==> config.mk <==
export PLATFORM = sky130hd
export DESIGN_NAME = armleo_regfile_nr1w
export DESIGN_NICKNAME = d
export VERILOG_FILES = /design/src/rtl/armleo_regfile_pkg.sv /design/src/rtl/armleo_mem_1r1w.sv /design/src/rtl/armleo_regfile_nr1w.sv
export SDC_FILE = /design/constraint.sdc
export NUM_CORES = 1
export LEC_CHECK = 0
export CORE_ASPECT_RATIO = 0.6
export CORE_UTILIZATION = 44
export CTS_CLUSTER_SIZE = 40
export DETAILED_ROUTE_END_ITERATION = 10
export DONT_BUFFER_PORTS = 1
export GPL_TIMING_DRIVEN = 0
export PLACE_DENSITY = 0.6
export SETUP_SLACK_MARGIN = 0.3
export SYNTH_ARGS = -nofsm -noshare
export SYNTH_HDL_FRONTEND = slang
export SYNTH_SLANG_ARGS = --single-unit
==> constraint.sdc <==
create_clock -name clk -period 3.8 [get_ports clk]
set_input_delay 0.38 -clock clk [delete_from_list [all_inputs] [get_ports clk]]
set_output_delay 0.38 -clock clk [all_outputs]
set_load 0.02 [all_outputs]
==> src/rtl/armleo_regfile_pkg.sv <==
// Shared definitions for the N-read / 1-write register file.
//   rf_state_e      : clear-engine FSM state (CLEAR while zeroing, READY afterwards)
//   DEPTH           : entry count of the default 5-bit-address configuration
//   rf_depth()      : entry count for a given address width
//   addr_off()      : bit offset of a read port's address field in the packed bus
//   data_off()      : bit offset of a read port's data field in the packed bus
package armleo_regfile_pkg;

  typedef enum logic {
    CLEAR = 1'b0,
    READY = 1'b1
  } rf_state_e;

  localparam int unsigned DEPTH_LOG2_DEF = 5;
  localparam int unsigned DEPTH          = 1 << DEPTH_LOG2_DEF;

  function automatic int unsigned rf_depth(input int unsigned dl2);
    return 1 << dl2;
  endfunction

  function automatic int unsigned addr_off(input int unsigned port, input int unsigned dl2);
    return port * dl2;
  endfunction

  function automatic int unsigned data_off(input int unsigned port, input int unsigned width);
    return port * width;
  endfunction

endpackage

==> src/rtl/armleo_mem_1r1w.sv <==
// Simple dual-port storage: one combinational read port, one synchronous write port.
// The array has no reset; the owner is responsible for initialising it.
//   clk      : write clock
//   we_i     : write enable
//   waddr_i  : write address
//   wdata_i  : write data
//   raddr_i  : read address
//   rdata_o  : read data (old contents on a same-cycle write, i.e. read-first)
module armleo_mem_1r1w #(
  parameter int unsigned WIDTH      = 32,
  parameter int unsigned DEPTH_LOG2 = 5
) (
  input  logic                  clk,
  input  logic                  we_i,
  input  logic [DEPTH_LOG2-1:0] waddr_i,
  input  logic [WIDTH-1:0]      wdata_i,
  input  logic [DEPTH_LOG2-1:0] raddr_i,
  output logic [WIDTH-1:0]      rdata_o
);

  logic [WIDTH-1:0] mem_q [2**DEPTH_LOG2];

  always_ff @(posedge clk) begin
    if (we_i) mem_q[waddr_i] <= wdata_i;
  end

  assign rdata_o = mem_q[raddr_i];

endmodule

==> src/rtl/armleo_regfile_nr1w.sv <==
// Parametrised register file with READ_PORTS registered read ports and one write port.
// After reset a clear engine writes zero to every entry (one per cycle); ready rises
// once the last entry is cleared and only then are user reads/writes accepted.
// Optional feature macro: ARMLEO_REGFILE_BYPASS_EN (write-first forwarding per port).
//   clk      : clock, all state on rising edge
//   rst      : asynchronous reset, active-high; restarts the clear
//   ready    : 1 = clear done, access accepted
//   rs_read  : per-port read enable
//   rs_addr  : port i address at [i*DEPTH_LOG2 +: DEPTH_LOG2]
//   rs_rdata : port i registered data at [i*WIDTH +: WIDTH]
//   rd_write : write enable
//   rd_addr  : write address
//   rd_wdata : write data
module armleo_regfile_nr1w
  import armleo_regfile_pkg::*;
#(
  parameter int unsigned WIDTH      = 32,
  parameter int unsigned DEPTH_LOG2 = 5,
  parameter int unsigned READ_PORTS = 2,
  parameter bit          ZERO_REG   = 1'b1
) (
  input  logic                             clk,
  input  logic                             rst,
  output logic                             ready,
  input  logic [READ_PORTS-1:0]            rs_read,
  input  logic [READ_PORTS*DEPTH_LOG2-1:0] rs_addr,
  output logic [READ_PORTS*WIDTH-1:0]      rs_rdata,
  input  logic                             rd_write,
  input  logic [DEPTH_LOG2-1:0]            rd_addr,
  input  logic [WIDTH-1:0]                 rd_wdata
);

  rf_state_e             state_q, state_d;
  logic [DEPTH_LOG2-1:0] clear_cnt_q, clear_cnt_d;

  logic                  wr_accept;
  logic                  mem_we;
  logic [DEPTH_LOG2-1:0] mem_waddr;
  logic [WIDTH-1:0]      mem_wdata;

  always_ff @(posedge clk or posedge rst) begin
    if (rst) begin
      state_q     <= CLEAR;
      clear_cnt_q <= '0;
    end else begin
      state_q     <= state_d;
      clear_cnt_q <= clear_cnt_d;
    end
  end

  always_comb begin
    state_d     = state_q;
    clear_cnt_d = clear_cnt_q;
    case (state_q)
      CLEAR: begin
        clear_cnt_d = clear_cnt_q + DEPTH_LOG2'(1);
        // all-ones counter == last entry being cleared this cycle
        if (&clear_cnt_q) state_d = READY;
      end
      READY:   state_d = READY;
      default: state_d = CLEAR;
    endcase
  end

  assign ready = (state_q == READY);

  // Writes to entry 0 are dropped when it is hardwired zero, and are then never forwarded.
  assign wr_accept = ready && rd_write && !(ZERO_REG && (rd_addr == '0));

  // Shared write port: clear engine owns it until ready.
  assign mem_we    = !ready || wr_accept;
  assign mem_waddr = ready ? rd_addr  : clear_cnt_q;
  assign mem_wdata = ready ? rd_wdata : '0;

  for (genvar i = 0; i < READ_PORTS; i++) begin : g_port
    localparam int unsigned AO = addr_off(i, DEPTH_LOG2);
    localparam int unsigned DO = data_off(i, WIDTH);

    logic [DEPTH_LOG2-1:0] raddr;
    logic [WIDTH-1:0]      mem_rdata;
    logic [WIDTH-1:0]      fwd_rdata;
    logic [WIDTH-1:0]      rdata_q, rdata_d;

    assign raddr = rs_addr[AO +: DEPTH_LOG2];

    armleo_mem_1r1w #(
      .WIDTH     (WIDTH),
      .DEPTH_LOG2(DEPTH_LOG2)
    ) u_mem (
      .clk    (clk),
      .we_i   (mem_we),
      .waddr_i(mem_waddr),
      .wdata_i(mem_wdata),
      .raddr_i(raddr),
      .rdata_o(mem_rdata)
    );

`ifdef ARMLEO_REGFILE_BYPASS_EN
    assign fwd_rdata = (wr_accept && (rd_addr == raddr)) ? rd_wdata : mem_rdata;
`else
    assign fwd_rdata = mem_rdata;
`endif

    always_comb begin
      rdata_d = rdata_q;
      if (ready && rs_read[i]) begin
        rdata_d = (ZERO_REG && (raddr == '0)) ? '0 : fwd_rdata;
      end
    end

    always_ff @(posedge clk or posedge rst) begin
      if (rst) rdata_q <= '0;
      else     rdata_q <= rdata_d;
    end

    assign rs_rdata[DO +: WIDTH] = rdata_q;
  end

endmodule

Word-level counts from Yosys, hierarchy flattened
Memory sizes are Yosys's and may differ from the RTL's. Cells that the tools add are included.

Input port bits: 52. Register bits after elaboration: 70. RAM bits: 2048. Output and inout bits: 65. Memories kept: 2.

Add/subtract/negate cells: 1. Bitwise operators: 1. Multiplexer cells: 8. Reductions and logical operators: 11.

Memories: g_port[0].u_mem.mem_q (depth 32, bits a word 32, rd ports 1, clocked after memory_dff 0, write ports 1, RTL line armleo_mem_1r1w.sv:21) `logic [WIDTH-1:0] mem_q [2**DEPTH_LOG2];`; g_port[1].u_mem.mem_q (depth 32, bits a word 32, rd ports 1, clocked after memory_dff 0, write ports 1, RTL line armleo_mem_1r1w.sv:21).

Operator list (number): $mux 32 (3); $logic_not 5->1 (3); $add 5x1->5 const B (1); $mux 5 (1); $reduce_and 5->1 (1); $logic_and 1x1->1 (4); $mux 1 (3); $logic_not 1->1 (2); $pmux 1 s2 (1); $logic_or 1x1->1 (1); $not 1->1 (1).

Logic depth before layout (Yosys ltp)
Gate-level depths: netlist of run 1.

Word-level depth: 6. Gate-level depth with buffers: 9. Mapped depth without buffers: 5.

By module
Synthesis of run 1 repeated with hierarchy kept, for this count alone.

Cells, all modules: 4803. Area, all modules: 82862.0 sq um.

Modules (own cells, without submodules): armleo_mem_1r1w (area an instance 39844.5 sq um, sequential area each 30749.5 sq um, times used 2, cells an instance 2228); armleo_regfile_nr1w (area an instance 3173.0 sq um, sequential area each 1751.7 sq um, times used 1, cells an instance 347).

Worst setup path after synthesis of run 1
No wires, ideal clock.

Path kind: register to register. Start: reg state_q, in the netlist ready. End: mem g_port[1].u_mem.mem_q[3][0] (enable). Setup slack: 0.462 ns. Setup time: 0.421 ns. Buffers on the path: 2. Arrival: 2.916 ns. Stages on the path, launching flop included: 6. Cells stage by stage: dfrtp_1 clkbuf_1 buf_1 mux2i_1 nand2_1 nor2_1.

Longest elaborated chain between the ends: 5.

Ends and longest elaborated chain: start, declared (RTL line armleo_regfile_nr1w.sv:33) `rf_state_e state_q, state_d;`; start signal, assigned (RTL line armleo_regfile_nr1w.sv:46) `state_q <= state_d;`; $logic_and 1x1->1 (2 in a row) (RTL line armleo_regfile_nr1w.sv:68) `assign wr_accept = ready && rd_write && !(ZERO_REG && (rd_addr == '0));`; $logic_or 1x1->1 (RTL line armleo_regfile_nr1w.sv:71) `assign mem_we = !ready || wr_accept;`; $mux 1 (RTL line armleo_mem_1r1w.sv:24) `if (we_i) mem_q[waddr_i] <= wdata_i;`; $mux 1 (implied by the code) (RTL line armleo_mem_1r1w.sv:24); end, declared (RTL line armleo_mem_1r1w.sv:21).

Parallel ways exist; a longest one is shown, timed or not.

Worst setup path in the final report of run 1
Start: reg state_q, in the netlist ready. End: mem g_port[1].u_mem.mem_q[4][5] (enable).

The elaborated chain is that of the path after synthesis.

==> results of run 1 <==
==> cells by family after synthesis <==
kind of cell / count (synthesis) / share of synthesized area
DFF: 1094 / 0.6536
muxes: 683 / 0.2590
AOI/OAI and AO/OA: 328 / 0.04521
buffers and inverters: 232 / 0.02259
and+or+nand+nor: 197 / 0.01859
xor gates and xnor gates: 3 / 0.0005285
adders and majority gates: 2 / 0.0005031
==> worst register-to-register path, delay by kind of cell (launching register included) <==
| family | cells | cell delay (ps) |
|---|---|---|
| buf+inv | 4 | 1210 |
| simple gates | 2 | 860 |
| flops | 1 | 600 |
| mux | 1 | 420 |
==> final timing paths <==
path                                     start                           to  slack, ps  depth (start not counted)
worst max-delay path                     ready  g_port[1].u_mem.mem_q[4][5]        340                          7
worst min-delay path                rs_addr[4]         g_port[0].rdata_q[0]         70                          3
worst max register to register           ready  g_port[1].u_mem.mem_q[4][5]        340                          7
worst min register to register  clear_cnt_q[3]               clear_cnt_q[3]        570                          1
max in group asynchronous                  rst        g_port[1].rdata_q[15]       2900                          3
min in group asynchronous                  rst        g_port[1].rdata_q[29]         90                          2
==> area by class of cell <==
type,instances,area [um^2],area share
Antenna cell,5,12.51,0.0002191
Buffer,197,1015,0.01777
Clock buffer,136,2843,0.04978
Clock inverter,54,678.2,0.01187
Inverter,35,136.4,0.002388
Multi-Input combinational cell,1213,16410,0.2874
Sequential cell,1094,32500,0.5691
Tap cell,1503,1881,0.03293
Timing Repair Buffer,89,1629,0.02853
==> placed cells by master, fill, tap and decap left out, types with 10 or more instances in the layout <==
cell	instances
a21oi_1	91
a22oi_1	51
a32o_1	27
and2_2	26
buf_12	51
buf_16	15
buf_2	64
buf_4	48
bufinv_16	15
clkbuf_1	88
clkbuf_16	104
clkbuf_2	18
clkbuf_8	12
clkinv_1	10
clkinv_2	18
dfrtp_1	69
edfxtp_1	1024
inv_1	32
mux2_2	10
mux2i_1	191
mux4_2	482
nand2_1	76
nor2_1	16
nor2_4	32
o21ai_1	30
o221ai_1	51
o22ai_1	36
==> sequential cells by signal (all words and copies together), names as in the netlist <==
signal and cells:
clear_cnt_q 5, g_port.u_mem.mem_q 1024, ready 1, g_port.rdata_q 64
==> what timing repair did <==
action | in CTS | in global routing
setup endpoints to repair | 1502 | 611
gates resized for setup | 27 | 3
pin swaps | 8 | 13
hold buffers | 3 | 0
endpoints found under the hold margin | 72 | 0
buffers inserted | 14 | 14
==> power by group <==
group          leakage (nW)  internal (mW)  switching [mW]
clock                  1.71           6.28            4.76
combinational          6.74          0.820            1.57
sequential             10.1           13.3           0.274
==> layer usage <==
layer  up-vias  global-route usage  part of all wire
li1      11280                   -                 -
met1     16750              0.4894              0.37
met2      3157              0.4763              0.41
met3       542              0.1464              0.17
met4        10              0.1280             0.045
met5         -            0.005376           0.00073
==> out/metrics.cfg, run 1 <==
[outcome]
run_status=finished with violations
violations=max-capacitance violations, max-slew violations

[routing]
avgViaCountPerCell=7.337
wirelength_um=199300
wl_per_cell_um=46.07
final_antenna_net_count=0
firstDrtPassIters=6
drtIter0Drc=6453
vias=31740
drc=0

[synth]
synthArstFlopShare=0.06399
syn-cell-area_um2=49730
ys.flop_type=edfxtp_1
synth_common_cells=edfxtp_1, mux4_2, mux2i_1, a21oi_1, clkbuf_1
yosysMostFrequentCell=edfxtp_1
synth_fp_nets=2593
ys_seq_elements=1094
synth_top_area_share=0.6183
ys_seq_area_frac=0.6536
synth_warnings=0
synth_cell_type_count=53
synthCells=2539
synth_enable_flop_cells=1024
syn_avg_cell_area_um2=19.59
synth.area.top_cells=edfxtp_1, mux4_2, mux2i_1
yosys.area.top_type=edfxtp_1

[sta]
finalSetupViolations=0
worst_slack_ps=338.0
fin_skew_ps=26.19
rsz0062_at_grt=no
slew_viol_final=55
finalCriticalPeriod_ps=3462
period_share=0.9110
slew_headroom=-0.07046
hold_viol=0
timing.hold.ws_ps=69.31
fmax_mhz=288.9
finalSetupTns_ps=0
tightest_slew_ps=1606

[place]
dp.cells=4098
portBuffers=0
dpl-instance-area_um2=53110
gp_congestion=0.9202
dpl_worst_slack_ps=-345.9
hpwl_um=131900

[global_route]
antenna_found_initial=19
grt.overflow.total=0
grtUsageTotal=0.3463
grt_pass1_wl_um=265000
grt_max_degree=54
grt_pass1_vias=30550

[cts]
cts_buffer_depth=3
clk_pin_slew_ps=60
htreeDepth=3
clkLatencyLatePin_ps=740
clock-sinks=1094
cts-root-buf=clkbuf_16
cts_tree=built
cts-buffers-inserted=100

[floorplan]
num_rows=95
dieArea_um2=114400
start_util=0.4441
die_w_um=436.0
core-area_um2=112000
num_io_pins=117
die_h_um=262.4

[layout]
final_nets=2784
fillers=8818
area_delta_synth_final_pct=14.84
design_area_um2=57110
drive_above_1_share=0.3304
final_util=0.5100
finalNonFillerCells=4326

[power]
power_mw=27.00
max-vdd-ir-drop_uv=347.2
powerDensity_nw_per_um2=472.7
p_leak_nw=18.54

[run]
maxCapViolCount=6

[critical_path]
cpMaxStageDelayCell=dfrtp_2
critPathCaptureType=register
cpPeakStageDelay_ps=600
required_ps=4220
path_cells=clkbuf_1 -> clkbuf_2 -> mux2i_1 -> nand2_1 -> nor2_4 -> buf_12 -> buf_16
crit_buf_inv=4
cp_max_fo=13
critPathKind=reg -> reg
cp_top_family=buffers and inverters
cp.arrival_ps=3880
critPathLaunchType=register

[min_path]
hold_class=in -> reg

Note: power is estimated with default switching activity, not from simulation.
==> run 2: changes to the inputs <==
- CORE_UTILIZATION: 44 -> 25
- PLACE_DENSITY: 0.6 -> 0.39
==> out/metrics.cfg, run 2 (same netlist as run 1, synthesis figures left out) <==
[layout]
top_register=g_port.u_mem.mem_q  ; unchanged
area_delta_synth_final_pct=18.47  ; was 14.84%
drive_above_1_share=0.3404  ; was 0.3304
largest_register_ffs=1024  ; unchanged
fillers=19120  ; was 8,818
design_area_um2=58910  ; was 57,110 um^2
final_util=0.2990  ; was 0.5100
layout_commonest_cell=edfxtp_1  ; unchanged
top_regs=g_port.u_mem.mem_q: 1024 flops, g_port.rdata_q: 64 flops, clear_cnt_q: 5 flops  ; unchanged
final_nets=2805  ; was 2,784
mostFrequentLayoutCells=edfxtp_1, mux4_2, mux2i_1, clkbuf_16, a21oi_1  ; unchanged

[routing]
drc=0  ; unchanged
drtIter0Drc=4794  ; was 6,453
firstDrtPassIters=5  ; was 6
vias=31010  ; was 31,740
avgViaCountPerCell=5.662  ; was 7.337
wl_met2_um=98060  ; was 82,400 um
met3_length_um=25990  ; was 33,650 um
wl_met1_um=103000  ; was 74,170 um
wirelength_um=233400  ; was 199,300 um
wl_per_cell_um=42.61  ; was 46.07 um
top_layer=met5  ; unchanged
final_antenna_net_count=0  ; unchanged

[power]
max-vdd-ir-drop_uv=407.1  ; was 347.2 uV
sw_frac_of_total=0.2541  ; was 0.2447
power.switching_mw=6.947  ; was 6.605 mW
power_mw=27.35  ; was 27.00 mW
clkPwrFrac=0.410  ; was 0.409
powerDensity_nw_per_um2=464.2  ; was 472.7 nW/um^2
pwr-share-seq=0.497  ; was 0.503
p_leak_nw=18.76  ; was 18.54 nW
p_int_mw=20.40  ; was 20.39 mW
comb_power_share=0.093  ; was 0.088

[sta]
tightest_slew_ps=1641  ; was 1606 ps
worst_slack_ps=346.2  ; was 338.0 ps
rsz0062_at_grt=no  ; unchanged
period_share=0.9089  ; was 0.9110
slew_viol_final=44  ; was 55
finalCriticalPeriod_ps=3454  ; was 3462 ps
slew_headroom=-0.09421  ; was -0.07046
fin_skew_ps=36.04  ; was 26.19 ps
finalSetupViolations=0  ; unchanged
finalSetupTns_ps=0  ; unchanged
fmax_mhz=289.5  ; was 288.9 MHz
hold_viol=0  ; unchanged

[critical_path]
cp_max_fo=10  ; was 13
cpPeakStageDelay_ps=870  ; was 600 ps
critPathCaptureType=register  ; unchanged
critPathKind=reg -> reg  ; unchanged
cp.arrival_ps=4080  ; was 3880 ps
required_ps=4430  ; was 4220 ps
path_cells=nand2_1 -> nor2_2 -> buf_8 -> clkbuf_1 -> a32o_1  ; was clkbuf_1 -> clkbuf_2 -> mux2i_1 -> nand2_1 -> nor2_4 -> buf_12 -> buf_16
cpMaxStageDelayCell=clkbuf_1  ; was dfrtp_2
critPathLaunchType=register  ; unchanged

[floorplan]
dieArea_um2=200800  ; was 114,400 um^2
die_w_um=577.8  ; was 436.0 um
start_util=0.2523  ; was 0.4441
num_rows=126  ; was 95
core-area_um2=197100  ; was 112,000 um^2
num_io_pins=117  ; unchanged
die_h_um=347.5  ; was 262.4 um

[outcome]
run_status=finished with violations  ; unchanged
violations=max-capacitance violations, max-slew violations  ; unchanged

[cts]
clkLatencyLatePin_ps=730  ; was 740 ps
cts_tree=built  ; unchanged
clk_pin_slew_ps=70  ; was 60 ps
cts_buffer_depth=3  ; unchanged
cts-root-buf=clkbuf_16  ; unchanged
htreeDepth=3  ; unchanged
clock-sinks=1094  ; unchanged
cts-buffers-inserted=109  ; was 100

[place]
gp_congestion=0.8423  ; was 0.9202
hpwl_um=161700  ; was 131,900 um
dpl_worst_slack_ps=-945.2  ; was -345.9 ps
portBuffers=0  ; unchanged
dpl-instance-area_um2=54850  ; was 53,110 um^2

[global_route]
grt.overflow.total=0  ; unchanged
grt_max_degree=52  ; was 54
antenna_found_initial=19  ; unchanged
grtUsageTotal=0.2295  ; was 0.3463
grt_pass1_wl_um=302600  ; was 265,000 um
grt_pass1_vias=30300  ; was 30,550

[min_path]
hold_class=in -> reg  ; unchanged

[run]
maxCapViolCount=6  ; unchanged

run 2: layout make-up:
class | instances | area, um^2 | share of cell area
antenna | 9 | 22.52 | 0.0003823
buffer | 197 | 1039 | 0.01763
clock buffer | 167 | 3168 | 0.05378
clock inverter | 37 | 400.4 | 0.006796
inverter | 35 | 136.4 | 0.002315
multi-input combinational | 1213 | 16420 | 0.2787
sequential | 1094 | 32500 | 0.5517
tap | 2624 | 3283 | 0.05573
timing repair buffer | 101 | 1944 | 0.03300
run 2: power groups by stage:
stage	sequential (mW)	clock [mW]	combinational (mW)
2_1_floorplan	13.7	0	1.33
3_3_place_gp	13.9	0	2.40
3_5_place_dp	13.9	0	2.49
4_1_cts	13.6	11.4	2.51
5_1_grt	13.6	11.8	2.62
6_report	13.6	11.2	2.54
run 2: what timing repair did:
action / in CTS / in global routing
endpoints found under the setup margin: 1654 / 148
setup buffers: 13 / 14
hold buffers: 3 / 0
gates resized for setup: 35 / 1
hold endpoints to repair: 72 / 0
pin swaps: 5 / 7
run 2: worst max-delay path: cells and delay by family, from the launching register on:
kind | cells | cell delay (ps)
simple gates | 2 | 1280
buf+inv | 2 | 1130
flops | 1 | 620
compound gates | 1 | 300
run 2: routing by layer:
metal  vias to the layer above  global-route usage
li1                      11330                   -
met1                     17230              0.3338
met2                      2090              0.3277
met3                       341             0.07387
met4                        16             0.05644
met5                         -                   0
run 2: path summary, 6_finish.rpt:
check	startpoint	endpoint	slack [ps]	cells past startpoint
worst min-delay path	rs_addr[4]	g_port[0].rdata_q[0]	90	3
min in group asynchronous	rst	g_port[1].rdata_q[24]	160	2
worst max-delay path	ready	g_port[1].rdata_q[29]	350	5
worst max register to register	ready	g_port[1].rdata_q[29]	350	5
max in group asynchronous	rst	g_port[1].rdata_q[14]	2800	3
worst min register to register	clear_cnt_q[4]	clear_cnt_q[4]	580	1
run 2: metrics by stage:
step	cells	hold WS, ps
floorplan	2539	518.1
global placement	5163	548.0
detailed placement	5233	246.7
CTS	5453	63.00
global route	5471	108.6
finish	5477	93.47
==> RTL change (config.mk and constraints of run 1) <==
Change the parameter `ZERO_REG` from 1'b1 to 1'b0.
--- a/src/rtl/armleo_regfile_nr1w.sv
+++ b/src/rtl/armleo_regfile_nr1w.sv
@@ -19,3 +19,3 @@
   parameter int unsigned READ_PORTS = 2,
-  parameter bit          ZERO_REG   = 1'b1
+  parameter bit          ZERO_REG   = 1'b0
 ) (
Behaviour: same outputs for any inputs over 4 cycles, from zero or initial values and one cycle with rst high; that may be too few to reach the edited logic, so the function may still have changed.
==> RTL change against run 1 <==
The run still ends with capacitance limit, slew limit left. Combinational power rose by 19%. Synthesized area increased by 4.2%. Setup slack better by 45 ps. Largest power group unchanged. Die area rose by 4.2%. Final area increased by 3.6%. Power increased by 1.2%. Sequential cell count stayed put. Global-route usage up 2.6 points. Core utilization decreased by 0.34 points. Critical path depth shrank 1. Wire length rose by 13%. Final cell count up 21%.
==> RTL change: results <==
[sta]
slew_headroom_pct = -3.31
slew_viol_final = 44
fin_skew_ps = 28.1
finalHoldViolations = 0

[setup_path]
slowest_stage = "a32oi_2"
cp_max_fo = 15
reg2reg_setup_slack_ps = 380
arrival_ps = 3820
worstSetupEndpoint = "g_port[1].u_mem.mem_q[21][1]"
reg2reg_depth = 6
cpPeakStageDelay_ps = 580

[clock_tree]
cts-buffers-inserted = 105
holdBufCountCts = 1
post_cts_resized = 6
cts_setup_buffers = 12

[status]
status = "finished with violations"
violations = "capacitance limit, slew limit"

[synth]
synth.net_count = 3399
syn_avg_cell_area_sq_um = 15.5
synth_edf_count = 1024
synth_area_leaders = "edfxtp_1 59%, mux2i_1 20%, a22oi_1 3.7%, dfrtp_1 3.4%, a22o_1 2.2%"
yosys-top-cells-count = "1024 x edfxtp_1, 1024 x mux2i_1, 256 x a22oi_1, 130 x a21oi_1, 128 x a22o_1"
ys_types = 37
ys_seq_area_share_pct = 62.7
yosysWarnings = 0

[power_and_ir_drop]
ir_drop_mv = 0.338
p_leak_uw = 0.0216

[finish]
fill_cells = 9811
finalNonFillerCells = 5223
reg.largest.list = "g_port.u_mem.mem_q: 1024 flops, g_port.rdata_q: 64 flops, clear_cnt_q: 5 flops"
drive_above_1_share_pct = 15.6
nNetsFinal = 3599

[detailed_routing]
route.detailed.wl_per_inst_um = 43.2
drt_iter0_drc = 6823
drt_first_pass_iters = 5
num_vias = 36600

[grt]
grt_usage_pct = 37.2
grt_pass1_wl_um = 297000
grt_max_degree = 37
grt_pass1_vias = 34100
antenna_found_initial = 6

[hold_path]
hold_path.class = "primary input to async pin"

[placed_design]
dp_cells = 4981
place_hpwl_um = 151000
globalplace.congestion = 0.914

[flow_run]
max-cap-violations = 5
==> RTL change: where the power goes <==
part           switching [uW]  leakage (uW)  internal [uW]
sequential                241        0.0101          13300
clock                    4860       0.00171           6090
combinational            2020       0.00988            828
total                    7120        0.0216          20200
==> RTL change: through the flow <==
| stage | power, uW | TNS (ps) | setup slack, ps | hold slack (ps) | area [sq um] |
|---|---|---|---|---|---|
| floorplan | 15200 | 0 | 601 | 452 | 51800 |
| global placement | 16400 | -2846870 | -3400 | 474 | 53800 |
| detailed placement | 16500 | -55420 | -302 | 296 | 55200 |
| CTS | 27100 | 0 | 255 | 115 | 58800 |
| global route | 27700 | 0 | 307 | 154 | 59200 |
| finish | 27300 | 0 | 383 | 162 | 59200 |
==> RTL change: final cells by class <==
| type | count | share of cell area [%] |
|---|---|---|
| antenna | 3 | 0.0127 |
| buffer | 270 | 2.67 |
| clock buffer | 147 | 4.91 |
| clock inverter | 51 | 0.939 |
| inverter | 4 | 0.0338 |
| multi-input combinational | 1977 | 30.5 |
| sequential | 1094 | 54.9 |
| tap | 1584 | 3.35 |
| timing repair buffer | 93 | 2.62 |
==> RTL change: worst max-delay path, delay by kind of cell (launching register included) <==
family                 cells  cell delay (ps)
AO/OA/AOI/OAI              1              580
buffers and inverters      4             1420
AND/OR/NAND/NOR            1              580
flip-flops                 1              460
==> RTL change: kinds of logic after synthesis <==
logic type / share of synthesized area [%]
XOR/XNOR: 0.0507
flip-flops: 62.7
adder cells (fa/ha/maj): 0.0483
multiplexers: 19.8
buffers and inverters: 3.04
AND/OR/NAND/NOR: 1.48
AO/OA/AOI/OAI: 12.9
==> RTL change: layer usage <==
layer  routed length, um  up-vias  track usage (%)
li1                    -    14100                -
met1               89700    18800             52.5
met2               88600     3209             50.4
met3               38500      483             16.5
met4                8720        2             12.6
met5                 193        -             1.15
